`config.mk`:
```
export PLATFORM = sky130hd
export DESIGN_NAME = mxv_frame_dispatcher
export DESIGN_NICKNAME = d
export VERILOG_FILES = /design/src/rtl/mxv_frame_dispatcher.sv
export SDC_FILE = /design/constraint.sdc
export NUM_CORES = 1
export LEC_CHECK = 0
export BUFFER_PORTS_ARGS = -buffer_cell sky130_fd_sc_hd__buf_2
export CAP_MARGIN = 5
export CORE_ASPECT_RATIO = 1.1
export CORE_MARGIN = 3
export CORE_UTILIZATION = 47
export CTS_CLUSTER_SIZE = 20
export DETAILED_ROUTE_END_ITERATION = 16
export PLACE_DENSITY_LB_ADDON = 0.25
export SYNTH_ARGS = -nofsm -noshare
export SYNTH_HDL_FRONTEND = slang
export SYNTH_SLANG_ARGS = --single-unit
```
`constraint.sdc`:
```
create_clock -name clk -period 2.9 [get_ports clk]
set_input_delay 0.87 -clock clk [delete_from_list [all_inputs] [get_ports clk]]
set_output_delay 0.87 -clock clk [all_outputs]
set_load 0.005 [all_outputs]
```
`src/rtl/mxv_frame_dispatcher.sv`:
```
// ---------------------------------------------------------------------------
// mxv_frame_dispatcher
//
// Purpose:
//   Parses framed commands arriving byte-by-byte from a UART receiver:
//       0xFE, LEN, CMD, payload[LEN-2], 0xEF
//   Each valid frame is dispatched to one of N_CMD command handlers with a
//   one-cycle start pulse, a stable copy of the payload and its byte count.
//   Malformed, timed-out or refused frames are discarded. Each discard
//   produces an error pulse, a cause code and a saturating discard count.
//
// Ports:
//   clk          rising-edge clock
//   rst          asynchronous reset, active low
//   UART_Rx      received byte, meaningful only while Flag_Rx=1
//   Flag_Rx      one-cycle strobe marking a new byte on UART_Rx
//   cmd_busy     bit k=1: handler for CMD k+1 cannot accept a start
//   cmd_start    one-hot, one-cycle start pulse (bit CMD-1)
//   cmd_payload  dispatched payload, byte i at [8i+7:8i], unused bytes 0
//   cmd_pay_len  payload byte count of the last dispatched frame
//   rx_busy      high while a frame is being received
//   frame_err    one-cycle pulse when a frame is discarded
//   err_code     last discard cause: 1 LEN, 2 CMD, 3 EOF, 4 BUSY, 5 TIMEOUT
//   err_count    number of discarded frames, saturating at 255
// ---------------------------------------------------------------------------
module mxv_frame_dispatcher #(
    parameter int N_CMD       = 4,
    parameter int MAX_PAY     = 8,
    parameter int TIMEOUT_CYC = 1000000
) (
    input  logic                         clk,
    input  logic                         rst,
    input  logic [7:0]                   UART_Rx,
    input  logic                         Flag_Rx,
    input  logic [N_CMD-1:0]             cmd_busy,
    output logic [N_CMD-1:0]             cmd_start,
    output logic [8*MAX_PAY-1:0]         cmd_payload,
    output logic [$clog2(MAX_PAY+1)-1:0] cmd_pay_len,
    output logic                         rx_busy,
    output logic                         frame_err,
    output logic [2:0]                   err_code,
    output logic [7:0]                   err_count
);

    localparam int IDX_W  = (MAX_PAY > 1) ? $clog2(MAX_PAY) : 1;
    localparam int CIDX_W = (N_CMD > 1) ? $clog2(N_CMD) : 1;
    localparam int PL_W   = $clog2(MAX_PAY + 1);
    localparam int TC_W   = $clog2(TIMEOUT_CYC + 1);

    localparam logic [7:0]      BYTE_SOF = 8'hFE;
    localparam logic [7:0]      BYTE_EOF = 8'hEF;
    localparam logic [7:0]      LEN_MAX  = 8'(MAX_PAY + 2);
    localparam logic [7:0]      CODE_MAX = 8'(N_CMD);
    // Timeout fires on the TIMEOUT_CYC-th consecutive byte-less cycle.
    localparam logic [TC_W-1:0] TC_LAST  = TC_W'(TIMEOUT_CYC - 1);

    localparam logic [2:0] ERR_LEN  = 3'd1;
    localparam logic [2:0] ERR_CMD  = 3'd2;
    localparam logic [2:0] ERR_EOF  = 3'd3;
    localparam logic [2:0] ERR_BUSY = 3'd4;
    localparam logic [2:0] ERR_TOUT = 3'd5;

    typedef enum logic [2:0] {
        S_IDLE,
        S_LEN,
        S_CMD,
        S_PAY,
        S_EOF
    } state_t;

    state_t              r_state;
    logic [7:0]          r_len;
    logic [CIDX_W-1:0]   r_code_idx;     // CMD-1, used directly as handler index
    logic [IDX_W-1:0]    r_idx;
    logic [7:0]          r_buf [MAX_PAY];
    logic [TC_W-1:0]     r_tcnt;

    logic                w_len_ok;
    logic                w_cmd_ok;
    logic                w_pay_last;
    logic                w_timeout;
    logic                w_err;
    logic [2:0]          w_err_code;
    logic                w_dispatch;
    logic [7:0]          w_pay_cnt;
    logic [N_CMD-1:0]    w_onehot;
    logic [8*MAX_PAY-1:0] w_pay_masked;

    // LEN and CMD range checks are plain unsigned 8-bit compares.
    assign w_len_ok   = (UART_Rx >= 8'd2) && (UART_Rx <= LEN_MAX);
    assign w_cmd_ok   = (UART_Rx >= 8'd1) && (UART_Rx <= CODE_MAX);
    assign w_pay_cnt  = r_len - 8'd2;
    assign w_pay_last = (8'(r_idx) + 8'd1) == w_pay_cnt;
    assign w_timeout  = (r_state != S_IDLE) && !Flag_Rx && (r_tcnt == TC_LAST);
    assign w_onehot   = N_CMD'(1) << r_code_idx;
    assign rx_busy    = (r_state != S_IDLE);

    // Bytes beyond this frame's payload may hold stale data from an earlier,
    // longer frame; they are forced to zero on the way out.
    genvar gi;
    generate
        for (gi = 0; gi < MAX_PAY; gi++) begin : g_pay
            assign w_pay_masked[8*gi +: 8] = (8'(gi) < w_pay_cnt) ? r_buf[gi] : 8'h00;
        end
    endgenerate

    // Frame-terminating events for this cycle: either a discard with its
    // cause, or a dispatch. At most one of the two is ever set.
    always_comb begin
        w_err      = 1'b0;
        w_err_code = 3'd0;
        w_dispatch = 1'b0;
        if (Flag_Rx) begin
            case (r_state)
                S_LEN: begin
                    if (!w_len_ok) begin
                        w_err      = 1'b1;
                        w_err_code = ERR_LEN;
                    end
                end
                S_CMD: begin
                    if (!w_cmd_ok) begin
                        w_err      = 1'b1;
                        w_err_code = ERR_CMD;
                    end
                end
                S_EOF: begin
                    if (UART_Rx != BYTE_EOF) begin
                        w_err      = 1'b1;
                        w_err_code = ERR_EOF;
                    end else if (cmd_busy[r_code_idx]) begin
                        w_err      = 1'b1;
                        w_err_code = ERR_BUSY;
                    end else begin
                        w_dispatch = 1'b1;
                    end
                end
                default: ;
            endcase
        end else if (w_timeout) begin
            w_err      = 1'b1;
            w_err_code = ERR_TOUT;
        end
    end

    always_ff @(posedge clk or negedge rst) begin
        if (!rst) begin
            r_state     <= S_IDLE;
            r_len       <= 8'd0;
            r_code_idx  <= '0;
            r_idx       <= '0;
            r_tcnt      <= '0;
            for (int i = 0; i < MAX_PAY; i++) begin
                r_buf[i] <= 8'h00;
            end
            cmd_start   <= '0;
            cmd_payload <= '0;
            cmd_pay_len <= '0;
            frame_err   <= 1'b0;
            err_code    <= 3'd0;
            err_count   <= 8'd0;
        end else begin
            cmd_start <= '0;
            frame_err <= 1'b0;

            // ---------------- frame parser ----------------
            if (Flag_Rx) begin
                // A byte always wins over a timeout landing on the same cycle.
                r_tcnt <= '0;
                case (r_state)
                    S_IDLE: begin
                        if (UART_Rx == BYTE_SOF) begin
                            r_state <= S_LEN;
                        end
                    end
                    S_LEN: begin
                        if (w_len_ok) begin
                            r_len   <= UART_Rx;
                            r_idx   <= '0;
                            r_state <= S_CMD;
                        end else begin
                            r_state <= S_IDLE;
                        end
                    end
                    S_CMD: begin
                        if (w_cmd_ok) begin
                            r_code_idx <= CIDX_W'(UART_Rx - 8'd1);
                            r_state    <= (r_len == 8'd2) ? S_EOF : S_PAY;
                        end else begin
                            r_state <= S_IDLE;
                        end
                    end
                    S_PAY: begin
                        // The LEN check bounds r_idx to MAX_PAY-1 here.
                        r_buf[r_idx] <= UART_Rx;
                        r_idx        <= r_idx + 1'b1;
                        if (w_pay_last) begin
                            r_state <= S_EOF;
                        end
                    end
                    S_EOF: begin
                        r_state <= S_IDLE;
                    end
                    default: begin
                        r_state <= S_IDLE;
                    end
                endcase
            end else if (r_state != S_IDLE) begin
                if (w_timeout) begin
                    r_state <= S_IDLE;
                    r_tcnt  <= '0;
                end else begin
                    r_tcnt <= r_tcnt + 1'b1;
                end
            end

            // ---------------- registered results ----------------
            if (w_dispatch) begin
                cmd_start   <= w_onehot;
                cmd_payload <= w_pay_masked;
                cmd_pay_len <= PL_W'(w_pay_cnt);
            end

            if (w_err) begin
                frame_err <= 1'b1;
                err_code  <= w_err_code;
                if (err_count != 8'hFF) begin
                    err_count <= err_count + 8'd1;
                end
            end
        end
    end

endmodule

```
# After elaboration in Yosys (flattened, before gate mapping)
# Index checks and enable logic that the tools add are counted.
[totals]
inputBits = 15
out_inout_bits = 85
n_memories = 0
reg_bits = 184
ramBits = 0
word_cells = 119
latchBits = 0
romBits = 0
[op_classes]
bitwise = 1
n_addsub = 6
n_eq_ne = 13
mux = 47
mul = 0
order_cmp = 15
shifts = 1
div_mod_pow = 0
n_reduce_logical = 17
[op_table]
columns = ["operator", "count"]
rows = [
  ["two-way mux 8 bit", 9],
  ["bitwise mux 64 bit", 1],
  ["two-way mux 20 bit", 3],
  ["two-way mux 3 bit", 12],
  ["less-than comparator 3 x 8 -> 1 bit, first input constant", 4],
  ["demux 8 bit (select 3 bit)", 1],
  ["adder 20 x 1 -> 20 bit, second input constant", 1],
  ["== test 20 bit, second input constant", 1],
  ["less-than comparator 1 x 8 -> 1 bit, first input constant", 2],
  ["less-than comparator 2 x 8 -> 1 bit, first input constant", 2],
  ["!= test 8 bit, second input constant", 2],
  ["two-way mux 1 bit", 13],
  ["case mux 3 bit (4 select lines)", 1],
  ["case mux 3 bit (3 select lines)", 1],
  ["AND reduction 3 bit", 3],
  ["adder 8 x 1 -> 8 bit, second input constant", 1],
  ["== test 4 x 8 -> 1 bit", 1],
  ["== test 8 x 2 -> 1 bit, second input constant", 1],
  ["== test 8 bit, second input constant", 1],
  ["greater-or-equal comparator 8 x 1 -> 1 bit, second input constant", 1],
  ["greater-or-equal comparator 8 x 2 -> 1 bit, second input constant", 1],
  ["less-or-equal comparator 8 x 3 -> 1 bit, second input constant", 1],
  ["less-or-equal comparator 8 x 4 -> 1 bit, second input constant", 1],
  ["subtractor 8 x 2 -> 8 bit, second input constant", 1],
  ["25 further kinds", 35],
]

# Depth between registers and ports, before layout
[logic_depth]
ltp_word = 7
ltp_mapped = 10
ltp_nobuf = 8

# Worst setup path before layout
# No wires, ideal clock.
[synth_timing]
kind = "input to register"
start = "in UART_Rx[7]"
end = "reg err_count[1]"
arrival_ns = 2.732
setup_ns = 0.125
n_path_buf = 1
t_required_ns = 2.775
slack_ns = 0.043
cell_stages = 7
cell_sequence = "buf_2 > or4_4 > a211oi_2 > nor3_1 > nor4_4 > nor2_2 > mux2_4"
[synth_between]
elab_chain_cells = 6
word_cells_on_any_way = 13
cone_classes = "4 x order compare; 1 x eq/ne; 5 x mux; 3 x reduce/logical"
[synth_lines]
columns = ["item", "line", "rtl"]
rows = [
  ["start, declared", "33", "input logic [7:0] UART_Rx,"],
  ["greater-or-equal comparator 8 x 1 -> 1 bit, or another cell as far along", "91", "assign w_cmd_ok = (UART_Rx >= 8'd1) && (UART_Rx <= CODE_MAX);"],
  ["logical AND 1 bit, on equally long branches", "91, 90", ""],
  ["two-way mux 1 bit, on equally long branches", "122, 116", ""],
  ["case mux 1 bit (3 select lines) (*)", "114", "case (r_state)"],
  ["two-way mux 1 bit (*)", "113", "if (Flag_Rx) begin"],
  ["AND reduction 2 bit (no source line) (*)", "-", ""],
  ["end signal, assigned", "228", "err_count <= err_count + 8'd1;"],
  ["end, declared", "42", "output logic [7:0] err_count"],
]
# Mark *: on every way between the ends. The rest lies on a longest branch, timed or not.
# A chain may end at the register's enable or synchronous reset.

# Final worst setup path
[layout_timing]
start = "in UART_Rx[0]"
end = "reg cmd_payload[54]"
[layout_between]
elab_chain_cells = 4
[layout_lines]
columns = ["item", "line", "rtl"]
rows = [
  ["!= test 8 bit", "128", "if (UART_Rx != BYTE_EOF) begin"],
  ["two-way mux 1 bit", "128", ""],
  ["two-way mux 1 bit", "114", ""],
  ["two-way mux 1 bit", "113", ""],
  ["end signal, assigned", "220", "cmd_payload <= w_pay_masked;"],
  ["end, declared", "37", "output logic [8*MAX_PAY-1:0] cmd_payload,"],
]
# No other way between the ends.

==> results.md <==
- The run finished with clean final reports.
- The most common cell in the netlist is sky130_fd_sc_hd__dfrtp_1.
- The root buffer cell is sky130_fd_sc_hd__clkbuf_16.
- The number of buffers on the longest clock path is 2.
- The maximum number of pins on one net before global-route repair is 68.
- Port buffering added 99 buffers.
- The number of flops mapped to enable cells by yosys is 0.
- The capturing element type of the critical path is a flip-flop.
- Cells with a size suffix above 1 make up 33.29% of the layout.
- The worst setup path is of the input pin to flip-flop kind.
- For the worst-skew pair, the clock arrives at the later sink with an insertion delay of 0.43 ns.
- The critical-path maximum fanout is 16.
- The critical path data required time is 3.26 ns.
- Of all flip-flops after synthesis, the portion carrying an async set or reset was 100.0%.
- After detailed routing, the total wire length is 18.20 mm.
- The final setup violation count is 0.
- The cell count after synthesis came out at 631.
- The synthesized area is 0.007789 mm2.
- The number of global-route vias before repair is between 5k and 6k.
- The floorplan step set the die height to around 140 um.
- The number of synthesized register bits is 184.
- The routability-driven placement congestion ratio is 0.8273.
- The sequential area share after synthesis is between 50% and 60%.
- The number of vias per cell after detailed routing is 5.662.
- The achievable frequency is 405.2 MHz.
- The first-pass GRT wire length is 29.93 mm.
- TritonCTS built the clock tree.
- After synthesis, the cell types taking the most area are sky130_fd_sc_hd__dfrtp_1 59%, sky130_fd_sc_hd__mux2_2 8.7%, sky130_fd_sc_hd__a22o_1 7.3%.
- The largest total area in the synthesized netlist belongs to sky130_fd_sc_hd__dfrtp_1.
- The worst pin sits at a relative slew slack of 55.74%.
- The type of the most critical hold path is input pin to asynchronous set/reset pin.
- The global-route total usage across every layer is 20.85%.
- CTS saw 184 sinks.
- The yosys synthesis warning count is 0.
- The number of max-capacitance violations reported is 0.
- The floorplan has 48 rows.
- In this run the remaining antenna-violating nets after routing total 0.
- The number of I/O pins is 100.
- The power per unit of standard cell area is 621.8 mW/mm2.
- The remaining routing DRC violations is 0.
- After layout, the worst path uses 85.09% of the clock period.
- In the synthesized netlist the dominant register cell turns out to be sky130_fd_sc_hd__dfrtp_1.
- The number of iterations in the first detailed-routing pass is 5.
- The number of hold buffers added after CTS is 0.
- The count of antenna diodes in the layout is 0.
- The post-synthesis cell type count is 55.
- Ranked by instance count, the synthesized netlist is headed by 184 x sky130_fd_sc_hd__dfrtp_1, 65 x sky130_fd_sc_hd__a22o_1, 60 x sky130_fd_sc_hd__mux2_2, 45 x sky130_fd_sc_hd__nand2_1, 33 x sky130_fd_sc_hd__o21ai_0.
- The leakage component of the power is 4.821 nW.
- The number of antenna violations at the first check in global routing is 0.
- For this run the aggregate overflow at the end of global routing stands at 0.
- The HPWL after detailed placement is between 10 and 15 mm.
- The number of buffers inserted by post-CTS setup repair is 0.
- In this run, CTS created clock tree buffers numbering 17.
- The die covers 0.01815 mm2.
- For this block, the initial DRC count from the detailed router was 240.
- Setup slack closes at 0.4323 ns.
- The worst setup slack before clock tree synthesis is -0.0001588 ns.
- The number of nets in the synthesized netlist is between 600 and 700.
- The number of failing hold endpoints at the final stage is 0.
- The region available for standard cell placement spans roughly 0.016 mm2.
- IR analysis of the VDD net gives a maximum drop of just under 0.4 mV.
- The synthesized design devotes to its leading area cell type between 50% and 60% of total area.
- The worst setup path is launched from an input pin.
- Clock-pin slew was measured on the worst setup and hold paths at 0.06 ns.
- Setup repair after global routing left no endpoint under its margin.
- The max-slew violation count is 0.
- The register-to-register path setup slack is 0.48 ns.
- The clock period could shrink to 2.468 ns.
- For the worst setup path, the data arrival time is approximately 2.8 ns.
- After filler insertion, the fill cell instance count of the layout stands at ~1.3k.
- The die span in x is 128.7 um.
- Once the clock tree was built, the resizer swapped 0 gates to a different size.
- The number of nets in the final layout is about 790.
- The final worst clock skew is 0.01301 ns.
- The slew at the pin closest to its max-slew limit is 0.6546 ns.
- A synthesized cell averages 12.34 um2.
- Once the floorplan was initialized, standard cells occupied 48.75% of the core.
- The synthesis-to-layout area growth is 21.01%.
- The worst-case hold slack is 0.4186 ns.
- The deepest level of the CTS H-tree is 4.
- Dividing the detail-routed wire length by the instance count gives 18.61 um.
- The routed via count is 5537.
## final cells by class
type	count	area, um2	share of cell area [%]
clock buffer	19	442.9	4.699
clock inverter	13	172.7	1.832
inverter	12	45.04	0.4779
multi-input combinational	405	3025	32.10
sequential	184	4604	48.85
tap	200	250.2	2.655
timing repair buffer	145	884.6	9.385
## registers in the layout, summed over array words and instances, names as in the netlist
name and cells:
cmd_pay_len 4, r_idx 3, r_state 3, err_code 3, cmd_payload 64, r_len 8, r_tcnt 20, err_count 8
r_code_idx 2, frame_err 1, cmd_start 4, r_buf 64
## routing by layer
layer | up-vias | track usage (%) | wire, um
met5 | - | 0 | 0
met4 | 0 | 6.965 | 337
met3 | 26 | 4.623 | 874
met2 | 156 | 33.73 | 8911
met1 | 2785 | 27.94 | 8077
li1 | 2570 | - | -
## power by group
part / internal (W) / leakage, nW / switching (W)
clock: 0.00139 / 0.288 / 0.000985
combinational: 0.000288 / 1.98 / 0.000388
sequential: 0.00267 / 2.56 / 0.000140
total: 0.00435 / 4.82 / 0.00151
## path summary, 6_finish.rpt
path,start,to,depth (start not counted)
min in group clk,r_buf[49],cmd_payload[9],1
worst min register to register,r_buf[49],cmd_payload[9],1
worst min-delay path,rst,cmd_payload[50],1
max in group asynchronous,rst,r_buf[57],2
worst max register to register,r_tcnt[15],err_count[1],7
worst max-delay path,UART_Rx[0],cmd_payload[54],8
## through the flow
stage	setup TNS, ns	instance area [um2]	cells	power (W)	util [%]
global placement	0	8810	946	0.003508	55.15
detailed placement	-0.0001588	8810	946	0.003534	55.15
CTS	0	9425	978	0.005912	59.00
floorplan	0	7789	631	0.003243	-
finish	0	9425	978	0.005860	59.00
global route	0	9425	978	0.006115	59.00
## cell families after synthesis
family / after synthesis / synth area share [%]
xor gates and xnor gates: 26 / 2.924
adders and majority gates: 9 / 1.446
and+or+nand+nor: 172 / 11.87
DFF: 184 / 59.12
buffers and inverters: 42 / 2.201
AOI/OAI and AO/OA: 134 / 13.19
muxes: 64 / 9.253
## cell usage in the layout, fill, tap and decap left out, types with 3 or more instances in the layout
cell | Yosys | layout
sky130_fd_sc_hd__ha_1 | 9 | 9
sky130_fd_sc_hd__mux2_2 | 60 | 60
sky130_fd_sc_hd__xor2_1 | 19 | 19
sky130_fd_sc_hd__mux2i_1 | 3 | 3
sky130_fd_sc_hd__nor2b_1 | 3 | 3
sky130_fd_sc_hd__and2_1 | 4 | 4
sky130_fd_sc_hd__a21oi_2 | 4 | 4
sky130_fd_sc_hd__dfrtp_1 | 184 | 184
sky130_fd_sc_hd__nand2_1 | 45 | 45
sky130_fd_sc_hd__nand4_1 | 8 | 8
sky130_fd_sc_hd__o21ai_0 | 33 | 33
sky130_fd_sc_hd__or3_1 | 4 | 4
sky130_fd_sc_hd__buf_4 | 0 | 43
sky130_fd_sc_hd__a21oi_1 | 8 | 8
sky130_fd_sc_hd__nor4b_1 | 4 | 4
sky130_fd_sc_hd__nor2_1 | 31 | 31
sky130_fd_sc_hd__buf_2 | 5 | 98
sky130_fd_sc_hd__xnor2_1 | 7 | 7
sky130_fd_sc_hd__buf_12 | 0 | 3
sky130_fd_sc_hd__nand3_1 | 17 | 16
sky130_fd_sc_hd__clkinvlp_4 | 0 | 4
sky130_fd_sc_hd__and3_1 | 9 | 9
sky130_fd_sc_hd__o31ai_1 | 5 | 5
sky130_fd_sc_hd__bufinv_16 | 0 | 3
sky130_fd_sc_hd__a31oi_2 | 3 | 3
sky130_fd_sc_hd__nor3b_1 | 6 | 6
sky130_fd_sc_hd__inv_1 | 12 | 12
sky130_fd_sc_hd__nand3b_1 | 4 | 4
sky130_fd_sc_hd__nor3_1 | 16 | 16
sky130_fd_sc_hd__a22o_1 | 65 | 65
sky130_fd_sc_hd__or2_2 | 4 | 4
sky130_fd_sc_hd__clkbuf_16 | 0 | 17
## worst max-delay path, stage by stage
cell                      delay, ns
sky130_fd_sc_hd__buf_2         0.15
sky130_fd_sc_hd__ha_1          0.16
sky130_fd_sc_hd__inv_1         0.05
sky130_fd_sc_hd__or4_1         0.51
sky130_fd_sc_hd__nor2_1        0.19
sky130_fd_sc_hd__nand3_4       0.26
sky130_fd_sc_hd__a21oi_2       0.43
sky130_fd_sc_hd__a22o_1        0.21
No activity file was read; power rests on OpenSTA's default activity.
